File: src/rtl/uart_pkg.sv
// Shared types for the UART PHY: parity modes and TX/RX FSM state encodings.
package uart_pkg;

    localparam int PARITY_W = 2;

    typedef enum logic [1:0] {
        PAR_NONE = 2'd0,
        PAR_EVEN = 2'd1,
        PAR_ODD  = 2'd2
    } parity_e;

    typedef enum logic [2:0] {
        TX_IDLE, TX_START, TX_DATA, TX_PARITY, TX_STOP
    } tx_state_e;

    typedef enum logic [2:0] {
        RX_IDLE, RX_START, RX_DATA, RX_PARITY, RX_STOP, RX_WAIT_HIGH
    } rx_state_e;

    // Encoding 3 is reserved and behaves as "no parity".
    function automatic parity_e decode_parity(input logic [PARITY_W-1:0] cfg);
        parity_e p;
        p = PAR_NONE;
        if (cfg == 2'd1)      p = PAR_EVEN;
        else if (cfg == 2'd2) p = PAR_ODD;
        return p;
    endfunction

endpackage

File: src/rtl/uart_phy_rx.sv
// UART receiver: rxd synchroniser, oversample tick counter and RX FSM.
// Break detection is built only when UART_PHY_BREAK_DET_EN is defined.
module uart_phy_rx
    import uart_pkg::*;
#(
    parameter int DATA_W      = 8,
    parameter int OVS         = 16,
    parameter int DIV_W       = 16,
    parameter int SYNC_STAGES = 2
) (
    input  logic                clk,
    input  logic                rst,
    input  logic [DIV_W-1:0]    i_cfg_div,
    input  logic [PARITY_W-1:0] i_cfg_parity,
    input  logic                i_loopback,
    input  logic                i_lb_line,
    input  logic                i_rxd,
    output logic                o_valid,
    output logic [DATA_W-1:0]   o_data,
    output logic                o_perr,
    output logic                o_ferr,
    output logic                o_break
);
    localparam int TW = $clog2(OVS);
    localparam int BW = $clog2(DATA_W + 1);

    logic [SYNC_STAGES-1:0] r_sync;
    rx_state_e              r_state;
    logic [DIV_W-1:0]       r_div;
    logic [DIV_W-1:0]       r_div_cfg;
    logic [TW-1:0]          r_tick;
    logic [BW-1:0]          r_bit;
    parity_e                r_par;
    logic [DATA_W-1:0]      r_sh;
    logic                   r_acc;
    logic                   r_perr_pend;
    logic                   w_line;
    logic                   w_tick;
    logic                   w_mid;
    logic                   w_break;

    // Loopback taps the internal TX line directly; it is already synchronous.
    assign w_line = i_loopback ? i_lb_line : r_sync[SYNC_STAGES-1];
    assign w_tick = (r_div == r_div_cfg);
    assign w_mid  = w_tick && (r_tick == TW'(OVS - 1));

    // Two-or-more flop synchroniser for the asynchronous pad, idling high.
    always_ff @(posedge clk or negedge rst) begin
        if (!rst) r_sync <= '1;
        else      r_sync <= {r_sync[SYNC_STAGES-2:0], i_rxd};
    end

`ifdef UART_PHY_BREAK_DET_EN
    logic r_pbit;
    logic r_break;

    assign w_break = (r_state == RX_STOP) && w_mid && !w_line && (r_sh == '0) && !r_pbit;
    assign o_break = r_break;

    // Remember the received parity bit (0 when parity is off) and pulse on break.
    always_ff @(posedge clk or negedge rst) begin
        if (!rst) begin
            r_pbit  <= 1'b0;
            r_break <= 1'b0;
        end else begin
            r_break <= w_break;
            if (r_state == RX_IDLE)                  r_pbit <= 1'b0;
            else if (r_state == RX_PARITY && w_mid)  r_pbit <= w_line;
        end
    end
`else
    assign w_break = 1'b0;
    assign o_break = 1'b0;
`endif

    // RX FSM with prescaler/tick counters; restarts the timebase on the start edge.
    always_ff @(posedge clk or negedge rst) begin
        if (!rst) begin
            r_state     <= RX_IDLE;
            r_div       <= '0;
            r_div_cfg   <= '0;
            r_tick      <= '0;
            r_bit       <= '0;
            r_par       <= PAR_NONE;
            r_sh        <= '0;
            r_acc       <= 1'b0;
            r_perr_pend <= 1'b0;
            o_valid     <= 1'b0;
            o_data      <= '0;
            o_perr      <= 1'b0;
            o_ferr      <= 1'b0;
        end else begin
            o_valid <= 1'b0;
            r_div   <= w_tick ? '0 : r_div + 1'b1;
            if (w_tick) r_tick <= r_tick + 1'b1;
            case (r_state)
                RX_IDLE: if (!w_line) begin
                    r_div       <= '0;
                    r_tick      <= '0;
                    r_div_cfg   <= i_cfg_div;
                    r_par       <= decode_parity(i_cfg_parity);
                    r_perr_pend <= 1'b0;
                    r_state     <= RX_START;
                end
                RX_START: if (w_tick && r_tick == TW'(OVS/2 - 1)) begin
                    r_tick <= '0;
                    r_bit  <= '0;
                    r_acc  <= 1'b0;
                    // A line that is high again at mid-start was a glitch.
                    r_state <= w_line ? RX_IDLE : RX_DATA;
                end
                RX_DATA: if (w_mid) begin
                    r_tick <= '0;
                    r_sh   <= {w_line, r_sh[DATA_W-1:1]};
                    r_acc  <= r_acc ^ w_line;
                    r_bit  <= r_bit + 1'b1;
                    if (r_bit == BW'(DATA_W - 1))
                        r_state <= (r_par == PAR_NONE) ? RX_STOP : RX_PARITY;
                end
                RX_PARITY: if (w_mid) begin
                    r_tick      <= '0;
                    r_perr_pend <= (r_par == PAR_ODD) ? ~(r_acc ^ w_line) : (r_acc ^ w_line);
                    r_state     <= RX_STOP;
                end
                RX_STOP: if (w_mid) begin
                    r_tick <= '0;
                    if (w_break) begin
                        r_state <= RX_WAIT_HIGH;
                    end else begin
                        o_valid <= 1'b1;
                        o_data  <= r_sh;
                        o_perr  <= r_perr_pend;
                        o_ferr  <= ~w_line;
                        r_state <= w_line ? RX_IDLE : RX_WAIT_HIGH;
                    end
                end
                RX_WAIT_HIGH: if (w_line) r_state <= RX_IDLE;
                default: r_state <= RX_IDLE;
            endcase
        end
    end

endmodule

File: src/rtl/uart_phy.sv
// UART PHY top: TX FSM with its own baud timebase, loopback mux and the RX sub-block.
// Optional break detection in RX is enabled by defining UART_PHY_BREAK_DET_EN.
module uart_phy
    import uart_pkg::*;
#(
    parameter int DATA_W      = 8,
    parameter int OVS         = 16,
    parameter int DIV_W       = 16,
    parameter int SYNC_STAGES = 2
) (
    input  logic                clk,
    input  logic                rst,
    input  logic [DIV_W-1:0]    cfg_div,
    input  logic [PARITY_W-1:0] cfg_parity,
    input  logic                cfg_stop2,
    input  logic                cfg_loopback,
    input  logic                tx_valid,
    input  logic [DATA_W-1:0]   tx_data,
    output logic                tx_ready,
    output logic                tx_busy,
    output logic                rx_valid,
    output logic [DATA_W-1:0]   rx_data,
    output logic                rx_perr,
    output logic                rx_ferr,
    output logic                rx_break,
    output logic                uart_txd,
    input  logic                uart_rxd
);
    localparam int TW = $clog2(OVS);
    localparam int BW = $clog2(DATA_W + 1);

    tx_state_e         r_tx_state;
    logic [DIV_W-1:0]  r_tx_div;
    logic [DIV_W-1:0]  r_tx_div_cfg;
    logic [TW-1:0]     r_tx_tick;
    logic [BW-1:0]     r_tx_bit;
    logic [DATA_W-1:0] r_tx_sh;
    logic              r_tx_pbit;
    logic              r_tx_par_en;
    logic              r_tx_stop2;
    logic              r_txd;
    logic              r_tx_ready;
    logic              r_tx_busy;
    parity_e           w_tx_par;
    logic              w_tx_div_end;
    logic              w_tx_bit_end;

    assign w_tx_par     = decode_parity(cfg_parity);
    assign w_tx_div_end = (r_tx_div == r_tx_div_cfg);
    assign w_tx_bit_end = w_tx_div_end && (r_tx_tick == TW'(OVS - 1));

    assign tx_ready = r_tx_ready;
    assign tx_busy  = r_tx_busy;
    // In loopback the pad idles high so the far end sees no traffic.
    assign uart_txd = cfg_loopback ? 1'b1 : r_txd;

    // TX FSM; the bit timebase is cleared on accept so the start bit is exactly one bit long.
    always_ff @(posedge clk or negedge rst) begin
        if (!rst) begin
            r_tx_state   <= TX_IDLE;
            r_tx_div     <= '0;
            r_tx_div_cfg <= '0;
            r_tx_tick    <= '0;
            r_tx_bit     <= '0;
            r_tx_sh      <= '0;
            r_tx_pbit    <= 1'b0;
            r_tx_par_en  <= 1'b0;
            r_tx_stop2   <= 1'b0;
            r_txd        <= 1'b1;
            r_tx_ready   <= 1'b1;
            r_tx_busy    <= 1'b0;
        end else begin
            if (r_tx_state != TX_IDLE) begin
                if (w_tx_div_end) begin
                    r_tx_div  <= '0;
                    r_tx_tick <= (r_tx_tick == TW'(OVS - 1)) ? '0 : r_tx_tick + 1'b1;
                end else begin
                    r_tx_div  <= r_tx_div + 1'b1;
                end
            end
            case (r_tx_state)
                TX_IDLE: if (tx_valid && r_tx_ready) begin
                    r_tx_div     <= '0;
                    r_tx_tick    <= '0;
                    r_tx_div_cfg <= cfg_div;
                    r_tx_sh      <= tx_data;
                    r_tx_pbit    <= (^tx_data) ^ (w_tx_par == PAR_ODD);
                    r_tx_par_en  <= (w_tx_par != PAR_NONE);
                    r_tx_stop2   <= cfg_stop2;
                    r_txd        <= 1'b0;
                    r_tx_ready   <= 1'b0;
                    r_tx_busy    <= 1'b1;
                    r_tx_state   <= TX_START;
                end
                TX_START: if (w_tx_bit_end) begin
                    r_txd      <= r_tx_sh[0];
                    r_tx_sh    <= r_tx_sh >> 1;
                    r_tx_bit   <= '0;
                    r_tx_state <= TX_DATA;
                end
                TX_DATA: if (w_tx_bit_end) begin
                    if (r_tx_bit == BW'(DATA_W - 1)) begin
                        r_tx_bit   <= '0;
                        r_txd      <= r_tx_par_en ? r_tx_pbit : 1'b1;
                        r_tx_state <= r_tx_par_en ? TX_PARITY : TX_STOP;
                    end else begin
                        r_txd    <= r_tx_sh[0];
                        r_tx_sh  <= r_tx_sh >> 1;
                        r_tx_bit <= r_tx_bit + 1'b1;
                    end
                end
                TX_PARITY: if (w_tx_bit_end) begin
                    r_txd      <= 1'b1;
                    r_tx_state <= TX_STOP;
                end
                TX_STOP: if (w_tx_bit_end) begin
                    // r_tx_bit counts stop bits already sent.
                    if (r_tx_stop2 && r_tx_bit == '0) begin
                        r_tx_bit <= 1'b1;
                    end else begin
                        r_tx_ready <= 1'b1;
                        r_tx_busy  <= 1'b0;
                        r_tx_state <= TX_IDLE;
                    end
                end
                default: r_tx_state <= TX_IDLE;
            endcase
        end
    end

    uart_phy_rx #(
        .DATA_W      (DATA_W),
        .OVS         (OVS),
        .DIV_W       (DIV_W),
        .SYNC_STAGES (SYNC_STAGES)
    ) u_rx (
        .clk          (clk),
        .rst          (rst),
        .i_cfg_div    (cfg_div),
        .i_cfg_parity (cfg_parity),
        .i_loopback   (cfg_loopback),
        .i_lb_line    (r_txd),
        .i_rxd        (uart_rxd),
        .o_valid      (rx_valid),
        .o_data       (rx_data),
        .o_perr       (rx_perr),
        .o_ferr       (rx_ferr),
        .o_break      (rx_break)
    );

endmodule
File: config.mk
export PLATFORM = sky130hd
export DESIGN_NAME = uart_phy
export DESIGN_NICKNAME = d
export VERILOG_FILES = /design/src/rtl/uart_pkg.sv /design/src/rtl/uart_phy_rx.sv /design/src/rtl/uart_phy.sv
export SDC_FILE = /design/constraint.sdc
export NUM_CORES = 1
export LEC_CHECK = 0
export BUFFER_PORTS_ARGS = -buffer_cell sky130_fd_sc_hd__buf_4
export CORE_MARGIN = 1
export CORE_UTILIZATION = 60
export DETAILED_ROUTE_END_ITERATION = 10
export PLACE_DENSITY = 0.8
export SLEW_MARGIN = 15
export SYNTH_ARGS = -nofsm -noshare
export SYNTH_HDL_FRONTEND = slang
export SYNTH_SLANG_ARGS = --single-unit
File: constraint.sdc
create_clock -name clk -period 2.2 [get_ports clk]
set_input_delay 0.11 -clock clk [delete_from_list [all_inputs] [get_ports clk]]
set_output_delay 0.11 -clock clk [all_outputs]
set_load 0.05 [all_outputs]
==> results.yml <==
placed_design:
  place_area_sq_mm: 0.00692
  dp_hpwl_um: 9500
  place.gp.congestion: 0.859
  portBuffers: 45
  pre_cts_slack_ns: 0.0888
  placed_cells: 789
logic_synthesis:
  synth-simple-area-share_pct: 18.1
  synth-seq-cells: 125
  ys_top_cells_by_count: "dfrtp_1, nand2_1, nor2_1, xnor2_1, mux2_2"
  synth_top_family_by_area: "simple AND/OR/NAND/NOR gates"
  synthMostInstantiatedCell: "dfrtp_1"
  synth_fa_ha_area_share_pct: 1.78
  synthCells: 607
  yosys.area.top_type: "dfrtp_1"
  synthMuxAreaShare_pct: 10.7
  yosysUniqueCellTypes: 54
  syn_area_sq_mm: 0.00633
  yosysTopAreaCellShare_pct: 47.9
  ys_warn_count: 0
  syn_nets: 648
  synth_compound_area_share_pct: 7.97
  async_flop_share_pct: 100
  synthXorXnorAreaFrac_pct: 8.98
  yosysSeqAreaShare_pct: 49.5
  synth_flop_cell: "dfrtp_1"
  synthTopCellsByArea: "dfrtp_1, mux2_2, xnor2_1"
  syn-mean-instance-area_sq_um: 10.4
  synth_edf_count: 0
pwr:
  worst_ir_drop_vdd_uv: 506
  switchingPower_mw: 1.75
  power_frac_comb_pct: 15.5
  powerDensity_mw_per_mm2: 833
  seqPwrFrac_pct: 40.0
  switching_share_pct: 26.5
  clkPwrFrac_pct: 44.4
  p_leak_nw: 3.72
  internal_power_mw: 4.86
  total_power_mw: 6.62
clock_network:
  cts.sinks: 125
  clkLatencyLatePin_ns: 0.53
  cts_max_level: 4
  cts_buffer_depth: 2
  ctsRootBufferMaster: "clkbuf_8"
  clk_pin_slew_worst_paths_ns: 0.06
  numCtsBuffers: 17
  cts_tree: "yes"
routing:
  routed_wl_um: 14900
  drt_first_pass_iters: 5
  antenna_left: 0
  avgViaCountPerCell: 5.74
  wire_per_inst_um: 17.4
  route.detailed.drc: 0
  first_iter_violations: 292
  vias: 4917
timing:
  setup_violations: 0
  fmax_mhz: 475
  worst_slack_ns: 0.0960
  slew_headroom_pct: 57.6
  max_slew.worst_pin.slew_ns: 0.618
  maxSlewViolCount: 0
  hold_viol: 0
  fin_crit_sh_pct: 95.6
  skew_ns: 0.00873
  period_minus_slack_ns: 2.10
grt:
  grt_max_degree: 54
  antenna_found_initial: 0
  overflow: 0
  grt_pass1_vias: 4983
  grt_pass1_wl_um: 24300
  grt_usage_pct: 29.1
critical_path:
  worstPathRequired_ns: 2.66
  crit_path_start: "r_tx_div[0]"
  regToRegSetupSlack_ns: 0.1
  cp-end-kind: "flop"
  critical_path_class: "flop to flop"
  cp_data_arrival_time_ns: 2.56
  reg2reg_from: "r_tx_div[0]"
  r2r_end: "r_tx_div[15]"
  rr_worst_depth: 6
  cp_max_fo: 5
  cp-start-kind: "flop"
finish:
  nets: 748
  instances_no_fill: 856
  stdcell_area_sq_mm: 0.00794
  syn_to_final_growth_pct: 25.6
  antennaDiodeCount: 0
  fillers: 622
  drive_gt1_share_pct: 24.9
  seq_area_sq_mm: 0.00314
  multiInputGateArea_sq_mm: 0.00305
floorplanning:
  core_sq_mm: 0.0103
  rows: 37
  die_x_um: 105
  start_util_pct: 61.6
  die_area_sq_mm: 0.0110
  die_y_um: 105
  boundaryPins: 47
status:
  status: "finished, final reports clean"
hold_path:
  hold_class: "primary input to async pin"
run:
  max_cap_viol_count: 0
-- routing by layer --
| layer | routed length [um] | GRT usage (%) |
|---|---|---|
| met5 | 0 | 0 |
| met4 | 289 | 10.2 |
| met3 | 793 | 7.42 |
| met2 | 7600 | 49.0 |
| met1 | 6240 | 36.5 |
-- critical path: stages, from the launching register on --
cell	delay [ns]
dfrtp_1	0.44
nand3_1	0.22
nor3_1	0.55
nand3_1	0.22
or2_2	0.35
xor2_1	0.14
a21oi_1	0.11
-- layout by cell type (no fill, tap or decap), drive strengths merged, types with 5 or more instances in the layout --
cell           n
and3          10
nor2b         10
clkinvlp       5
and2           5
nand4         11
nand2b         5
inv           17
o21ai         20
a21oi         18
nor2          48
ha             9
nand3         25
buf           74
dfrtp        121
xnor2         48
mux2          55
clkbuf        20
dlygate4sd3   30
o21a           8
o211ai        11
nand2         91
nor3           9
xor2          16
-- sequential cells by signal, summed over array words and instances, names as in the netlist, 2 cells and up --
signal,cells
u_rx.r_state,3
u_rx.r_div_cfg,16
r_tx_sh,8
u_rx.r_sync,2
u_rx.r_tick,4
r_tx_state,3
u_rx.r_par,2
u_rx.r_sh,8
r_tx_bit,4
r_tx_div,16
r_tx_div_cfg,16
u_rx.r_div,16
u_rx.o_data,8
u_rx.r_bit,4
r_tx_tick,4
-- power by group through the flow --
stage	combinational [mW]	sequential [mW]	clock, mW
floorplan	0.618	2.64	0
global placement	0.858	2.66	0
detailed placement	0.898	2.67	0
CTS	0.958	2.64	2.96
global route	1.13	2.67	3.05
finish	1.03	2.65	2.94
-- cells by family after synthesis --
family                     Yosys count
adders and majority gates            9
and+or+nand+nor                    235
buffers and inverters               39
AOI/OAI and AO/OA                   76
other                                1
DFF                                125
muxes                               58
xor gates and xnor gates            64
-- cell type report --
class / count / area share, %
clock buffer: 19 / 5.43
tap: 136 / 2.14
inverter: 15 / 0.709
multi-input combinational: 443 / 38.4
timing repair buffer: 105 / 11.4
sequential: 125 / 39.5
clock inverter: 13 / 2.38
-- through the flow --
| step | utilization (%) | hold slack [ns] | setup TNS (ns) |
|---|---|---|---|
| final | 77.3 | 0.0829 | 0 |
| after global routing | 77.3 | 0.118 | -0.0865 |
| after CTS | 76.3 | 0.0897 | 0 |
| after detailed placement | 67.3 | 0.115 | 0 |
| after global placement | 67.3 | 0.107 | 0 |
| after floorplan | - | -0.186 | 0 |
-- worst max path at each step --
stage                   end  slack (ns)
3_5_place_dp     r_tx_sh[5]        0.09
5_1_grt        r_tx_div[15]       -0.05
4_1_cts          r_tx_sh[2]        0.05
6_report       r_tx_div[15]         0.1
3_3_place_gp     r_tx_sh[2]        0.13
2_1_floorplan   u_rx.o_ferr        0.23
-- timing repair --
action / 4_1_cts / 5_1_grt
setup buffers: 0 / 4
hold buffers: 30 / 0
endpoints found under the hold margin: 133 / 0
endpoints found under the setup margin: 0 / 29
resized for setup: 0 / 13
Power figures use the tool's default switching activity.
